`src/rtl/branch_predictor.sv`:
```
// Fetch-stage branch predictor: direct-mapped BTB with one 2-bit saturating counter per entry.
// The lookup is combinational on PC_F. Execute-stage outcomes train the table on the clock edge.
module branch_predictor #(
   parameter int ENTRIES = 16
) (
   input  logic        CLK,
   input  logic        RST,
   input  logic [31:0] PC_F,
   output logic        Predict_Taken_F,
   output logic [31:0] Predict_Target_F,
   input  logic        Branch_E,
   input  logic [31:0] PC_E,
   input  logic        Branch_Taken_E,
   input  logic [31:0] Branch_Target_E
);

   localparam int IDX_W = $clog2(ENTRIES);
   localparam int TAG_W = 30 - IDX_W;

   logic             valid_q  [ENTRIES];
   logic [TAG_W-1:0] tag_q    [ENTRIES];
   logic [29:0]      target_q [ENTRIES];
   logic [1:0]       ctr_q    [ENTRIES];

   logic [IDX_W-1:0] idxF, idxE;
   logic [TAG_W-1:0] tagF, tagE;
   logic             hitF, hitE;
   logic             ctrWe, tgtWe;
   logic [1:0]       ctr_d;
   logic             unusedBits;

   assign idxF = PC_F[IDX_W+1:2];
   assign tagF = PC_F[31:IDX_W+2];
   assign idxE = PC_E[IDX_W+1:2];
   assign tagE = PC_E[31:IDX_W+2];
   assign unusedBits = ^{PC_F[1:0], PC_E[1:0], Branch_Target_E[1:0]};

   // Lookup reads the pre-update table, so same-cycle training shows up one cycle later
   always_comb begin
      hitF             = valid_q[idxF] && (tag_q[idxF] == tagF);
      Predict_Taken_F  = hitF && ctr_q[idxF][1];
      Predict_Target_F = hitF ? {target_q[idxF], 2'b00} : 32'h0;
   end

   always_comb begin
      hitE  = valid_q[idxE] && (tag_q[idxE] == tagE);
      ctrWe = Branch_E && (hitE || Branch_Taken_E);
      tgtWe = Branch_E && Branch_Taken_E;
      ctr_d = ctr_q[idxE];
      if (!hitE) begin
         ctr_d = 2'b10;
      end else if (Branch_Taken_E) begin
         if (ctr_q[idxE] != 2'b11) ctr_d = ctr_q[idxE] + 2'b01;
      end else begin
         if (ctr_q[idxE] != 2'b00) ctr_d = ctr_q[idxE] - 2'b01;
      end
   end

   always_ff @(posedge CLK) begin
      if (RST) begin
         for (int i = 0; i < ENTRIES; i++) begin
            valid_q[i] <= 1'b0;
            ctr_q[i]   <= 2'b01;
         end
      end else if (ctrWe) begin
         valid_q[idxE] <= 1'b1;
         ctr_q[idxE]   <= ctr_d;
      end
   end

   // Tag and target need no reset; they are ignored while valid is low
   always_ff @(posedge CLK) begin
      if (!RST && tgtWe) begin
         tag_q[idxE]    <= tagE;
         target_q[idxE] <= Branch_Target_E[31:2];
      end
   end

endmodule

```
`config.mk`:
```
export PLATFORM = sky130hd
export DESIGN_NAME = branch_predictor
export DESIGN_NICKNAME = d
export VERILOG_FILES = /design/src/rtl/branch_predictor.sv
export SDC_FILE = /design/constraint.sdc
export NUM_CORES = 1
export LEC_CHECK = 0
export ABC_CLOCK_PERIOD_IN_PS = 5500
export BUFFER_PORTS_ARGS = -buffer_cell sky130_fd_sc_hd__buf_4
export CORE_ASPECT_RATIO = 1.1
export CORE_MARGIN = 1.5
export CORE_UTILIZATION = 55
export CTS_CLUSTER_DIAMETER = 200
export DETAILED_ROUTE_END_ITERATION = 8
export PLACE_DENSITY = 0.75
export SYNTH_ARGS = -nofsm -noshare
export SYNTH_HDL_FRONTEND = slang
export SYNTH_SLANG_ARGS = --single-unit
```
`constraint.sdc`:
```
create_clock -name CLK -period 5.5 [get_ports CLK]
set_input_delay 1.1 -clock CLK [delete_from_list [all_inputs] [get_ports CLK]]
set_output_delay 1.1 -clock CLK [all_outputs]
set_load 0.02 [all_outputs]
```
## Yosys cells after proc, flatten, opt, wreduce, memory -nomap -nowiden

Memories as Yosys holds them, arrays and structs flattened.
Cells that the tools add are included.

| storage, ports and cells | value |
|---|---|
| bits of input ports | 100 |
| logic and storage cells | 38 |
| RAM bits | 944 |
| memories kept | 4 |
| register bits after elaboration | 0 |
| output and inout bits | 33 |

Memories:

| name | depth | bits a word | rd ports | clocked after Yosys merged registers in | wr ports | line | RTL |
|---|---|---|---|---|---|---|---|
| target_q | 16 | 30 | 1 | 0 | 1 | 22 | `logic [29:0] target_q [ENTRIES];` |
| tag_q | 16 | 26 | 2 | 0 | 1 | 21 | `logic [TAG_W-1:0] tag_q [ENTRIES];` |
| ctr_q | 16 | 2 | 2 | 0 | 16 | 23 | `logic [1:0] ctr_q [ENTRIES];` |
| valid_q | 16 | 1 | 2 | 0 | 16 | 20 | `logic valid_q [ENTRIES];` |

| operators by class | value |
|---|---|
| muxes and demuxes | 18 |
| $add $sub $neg | 2 |
| equality and inequality tests | 3 |
| reductions and logical operators | 11 |

Operator list:

| cell | number |
|---|---|
| $eq 26x26->1 | 2 |
| $mux 32 | 1 |
| $mux 1 | 10 |
| $mux 2 | 5 |
| $mux 4 | 2 |
| $logic_and 1x1->1 | 6 |
| $add 2x1->2 const B | 1 |
| $ne 2x2->1 const B | 1 |
| $reduce_bool 2->1 | 1 |
| $reduce_or 2->1 | 1 |
| $sub 2x1->2 const B | 1 |
| $logic_not 1->1 | 1 |
| $logic_or 1x1->1 | 1 |
| $reduce_or 1->1 | 1 |

## Logic depth before layout (Yosys ltp)

An unclocked memory read counts as a cell.

| logic depth | value |
|---|---|
| word-level depth | 10 |
| depth in mapped cells | 16 |

## Worst setup path after synthesis

OpenSTA, ideal clock, no wires.

| timing path | value |
|---|---|
| path kind | input to register |
| from | in PC_E[5] |
| to | mem ctr_q[9][0] (enable) |
| stages | 11 |
| setup slack | -368 ps |
| arrival | 5,555 ps |
| path through | clkbuf_1 -> buf_4 -> buf_2 -> buf_1 -> buf_2 -> clkbuf_1 -> nor2b_1 -> nand2_1 -> nor2_1 -> nor2_1 -> o21ai_1 |

RTL lines:

| element | line | RTL |
|---|---|---|
| from (decl) | 12 | `input logic [31:0] PC_E,` |
| to (decl) | 23 |  |

## Worst setup path in the final report

| timing path | value |
|---|---|
| from | in PC_F[2] |
| to | out Predict_Target_F[11] |

| between the ends | value |
|---|---|
| longest elaborated chain between the ends | 4 |
| elaborated cells between the ends (all ways) | 6 |
| classes of those cells | eq/ne: 1; mux: 1; reduce/logical: 1; memory: 3 |

RTL lines:

| element | line | RTL |
|---|---|---|
| from (decl) | 8 | `input logic [31:0] PC_F,` |
| $mem_v2 16x26 | -- |  |
| $eq 26x26->1 | 40 | `hitF = valid_q[idxF] && (tag_q[idxF] == tagF);` |
| $logic_and 1x1->1 | 40 |  |
| $mux 32 (*) | 42 | `Predict_Target_F = hitF ? {target_q[idxF], 2'b00} : 32'h0;` |
| to (decl) | 10 | `output logic [31:0] Predict_Target_F,` |

Mark *: on every way between the ends. The rest lies on a longest branch, timed or not.

==> impl_metrics.prom <==
# TYPE chip_impl_metric gauge
chip_impl_metric{name="met1Wirelength",unit="mm"} 37.68
chip_impl_metric{name="clk_pin_slew",unit="ns"} 0.06
chip_impl_metric{name="cts.sinks",unit=""} 944
chip_impl_metric{name="finalWorstPathRequiredPeriod",unit="ns"} 5.321
chip_impl_metric{name="die_x",unit="um"} 262.6
chip_impl_metric{name="power.static_leakage",unit="nW"} 15.17
chip_impl_metric{name="syn_area_per_cell",unit="sq um"} 21.10
chip_impl_metric{name="number_of_unique_standard_cell_types_used_by_synthesis",unit=""} 63
chip_impl_metric{name="timing.max_slew.rel_slack",unit=""} 0.3742
chip_impl_metric{name="totalWireLength",unit="mm"} 99.75
chip_impl_metric{name="timing.final.crit_share",unit=""} 0.9675
chip_impl_metric{name="number_of_enable_type_register_cells_in_the_synthesized_netlist",unit=""} 928
chip_impl_metric{name="cts_made_buffers",unit=""} 92
chip_impl_metric{name="timing_max_transition_violations_final",unit=""} 0
chip_impl_info{name="end_kind",value="output port"} 1
chip_impl_metric{name="pwr_density_cell",unit="nW/um^2"} 333.3
chip_impl_metric{name="regArea",unit="sq um"} 28190
chip_impl_metric{name="synth_cells",unit=""} 1932
chip_impl_info{name="cts_tree",value="built"} 1
chip_impl_metric{name="ant_nets",unit=""} 0
chip_impl_metric{name="wl_met2",unit="mm"} 50.72
chip_impl_metric{name="finalCoreUtilization",unit=""} 0.6353
chip_impl_metric{name="total_power",unit="mW"} 15.51
chip_impl_metric{name="ys_ff_latch",unit=""} 944
chip_impl_metric{name="synth_seq_area_share",unit=""} 0.6916
chip_impl_metric{name="port_buffers",unit=""} 124
chip_impl_metric{name="antenna_found_initial",unit=""} 3
chip_impl_metric{name="max_cap_viol_count",unit=""} 0
chip_impl_metric{name="final_cell_area",unit="sq um"} 46540
chip_impl_info{name="worst_hold_path_type",value="flip-flop to flip-flop"} 1
chip_impl_metric{name="gp_congestion",unit=""} 0.8506
chip_impl_metric{name="max_slew.worst_pin.slew",unit="ns"} 0.9315
chip_impl_metric{name="n_fill_cell",unit=""} 4781
chip_impl_metric{name="first_pass_grt_wire_length",unit="mm"} 145.5
chip_impl_info{name="outcome",value="finished clean"} 1
chip_impl_metric{name="via_per_inst",unit=""} 6.688
chip_impl_metric{name="grt_start_max_net_pins",unit=""} 57
chip_impl_metric{name="drtIter0Drc",unit=""} 2504
chip_impl_metric{name="firstDrtPassIters",unit=""} 5
chip_impl_metric{name="vdd.ir_drop.worst",unit="V"} 0.0002830
chip_impl_metric{name="placedInstanceArea",unit="sq um"} 43260
chip_impl_info{name="layout_commonest_cell",value="edfxtp_1"} 1
chip_impl_metric{name="dpl.hpwl",unit="mm"} 55.58
chip_impl_metric{name="final_net_count",unit=""} 2216
chip_impl_metric{name="ys.warnings.count",unit=""} 0
chip_impl_metric{name="cp_data_arrival_time",unit="ns"} 4.22
chip_impl_metric{name="hold_vio_cnt_final",unit=""} 0
chip_impl_metric{name="cts_hold_buf",unit=""} 0
chip_impl_metric{name="remaining_drc_errors",unit=""} 0
chip_impl_info{name="clock-root-buffer",value="clkbuf_16"} 1
chip_impl_metric{name="multi_input_comb_area",unit="sq um"} 11920
chip_impl_metric{name="fp.coreArea",unit="sq um"} 73260
chip_impl_metric{name="rows",unit=""} 104
chip_impl_metric{name="synthArstFlopShare",unit=""} 0
chip_impl_metric{name="route.vias.total",unit=""} 21048
chip_impl_metric{name="worst_ep_required_time",unit="ns"} 4.40
chip_impl_metric{name="drive_above_1_share",unit=""} 0.3481
chip_impl_metric{name="wire_per_inst",unit="um"} 31.70
chip_impl_metric{name="cts-root-to-sink-buffers",unit=""} 3
chip_impl_info{name="most-common-layout-cells",value="edfxtp_1 (928), mux4_2 (380), buf_4 (180), clkbuf_16 (94), mux2i_1 (85)"} 1
chip_impl_metric{name="ioPinCount",unit=""} 133
chip_impl_metric{name="timing.final.setup_violations",unit=""} 0
chip_impl_info{name="critical_path_class",value="primary input to output port"} 1
chip_impl_metric{name="die_h",unit="um"} 288.5
chip_impl_metric{name="start_util",unit=""} 0.5564
chip_impl_metric{name="wire_length_on_met3",unit="mm"} 8.130
chip_impl_metric{name="fin_worst_skew",unit="ns"} 0.04238
chip_impl_metric{name="grt_use_total",unit=""} 0.2663
chip_impl_metric{name="worst_skew_pair.late_latency",unit="ns"} 0.66
chip_impl_metric{name="die_area",unit="sq um"} 75750
chip_impl_info{name="top_layer",value="met5"} 1
chip_impl_metric{name="r2r_setup_slack",unit="ns"} 1.41
chip_impl_info{name="start_kind",value="primary input"} 1
chip_impl_metric{name="fmaxAchievable",unit="GHz"} 0.1879
chip_impl_metric{name="number_of_global_route_vias_before_repair",unit=""} 21922
chip_impl_metric{name="cts_htree_levels",unit=""} 3
chip_impl_metric{name="cp_max_fo",unit=""} 15
chip_impl_metric{name="syn2layout_area_growth",unit="%"} 14.18
chip_impl_metric{name="global_route.overflow_total",unit=""} 0
chip_impl_info{name="dominantRegCellSynth",value="edfxtp_1"} 1
chip_impl_metric{name="mappedNetlistArea",unit="sq um"} 40760
[Yosys cell counts (5+ instances only)]
cell,count,area (sq um)
and3_1,5,31.28
a22o_1,7,61.31
nand2_1,43,161.4
nor2_1,41,153.9
o211ai_1,12,90.09
a21oi_1,5,25.02
buf_2,16,80.08
o21ai_1,5,25.02
buf_4,17,127.6
mux2i_1,85,850.8
nor3_1,11,55.05
buf_6,7,78.83
xor2_1,28,245.2
buf_1,30,112.6
mux2_2,6,67.56
dfxtp_1,16,320.3
nand2_2,10,62.56
nor2b_1,41,256.5
nand3_1,16,80.08
clkbuf_1,53,198.9
a21o_1,16,120.1
and2_1,6,37.54
a22oi_1,15,112.6
nor4_1,7,43.79
xnor2_1,34,297.8
mux4_2,380,8558
edfxtp_1,928,27870
nand4_1,7,43.79
inv_1,22,82.58
o21ai_0,8,40.04
[layer usage]
| metal | global-route usage | vias to the layer above |
|---|---|---|
| met5 | 0 | - |
| met4 | 0.1038 | 4 |
| met3 | 0.04826 | 190 |
| met2 | 0.4462 | 1107 |
| met1 | 0.3527 | 11151 |
| li1 | - | 8596 |
[timing repair]
action	4_1_cts	5_1_grt
resized for setup	0	7
setup endpoints to repair	0	31
buffers inserted	0	5
[stage by stage]
step / hold WS [ns] / instances / setup WS (ns) / setup TNS (ns)
after floorplan: 0.4381 / 1933 / 0.1292 / 0
after global placement: 0.4504 / 2969 / 0.1428 / 0
after detailed placement: 0.4673 / 2969 / 0.1315 / 0
after CTS: 0.4828 / 3139 / 0.1197 / 0
after global routing: 0.4976 / 3147 / -0.02165 / -0.1490
final: 0.4794 / 3147 / 0.1789 / 0
[worst max-delay path: stages]
cell and delay (ns):
buf_16 0.14, mux4_2 0.54, mux4_2 0.52, xnor2_1 0.23, nand4_1 0.31, nor4_2 0.34, buf_4 0.18, nand4_1 0.14
buf_4 0.21, clkbuf_16 0.19, nor2b_1 0.14, buf_4 0.16
[layout make-up]
cell class	instances	area share
timing repair buffer	213	0.04288
clock inverter	60	0.01653
sequential	944	0.6057
inverter	22	0.002097
antenna	1	0.00005377
multi-input combinational	843	0.2562
clock buffer	110	0.05092
tap	954	0.02565
[where the power goes]
group	switching, mW	internal, mW	total [mW]
combinational	0.551	0.486	1.04
clock	2.69	3.80	6.50
sequential	0.0216	7.95	7.98
total	3.27	12.2	15.5
[cell families (layout without fill, tap and decap cells)]
| kind of cell | count (synthesis) | count (layout) | share of synthesized area |
|---|---|---|---|
| other | 1 | 3 | 0.00009200 |
| muxes | 472 | 472 | 0.2328 |
| buffers and inverters | 146 | 405 | 0.01707 |
| DFF | 944 | 944 | 0.6916 |
| AOI/OAI and AO/OA | 105 | 105 | 0.01980 |
| xor gates and xnor gates | 62 | 62 | 0.01332 |
| and+or+nand+nor | 202 | 202 | 0.02539 |
[sequential cells by signal, summed over array words and instances, names as in the netlist]
register / count
valid_q: 16
target_q: 480
tag_q: 416
ctr_q: 32
[path summary, 6_finish.rpt]
path                    start              endpoint  cells after the start
setup / recovery      PC_F[2]  Predict_Target_F[11]                     12
setup reg to reg  tag_q[7][6]          ctr_q[13][0]                      9
hold / removal    valid_q[12]           valid_q[12]                      1
hold reg to reg   valid_q[12]           valid_q[12]                      1
No activity file was read; power rests on OpenSTA's default activity.
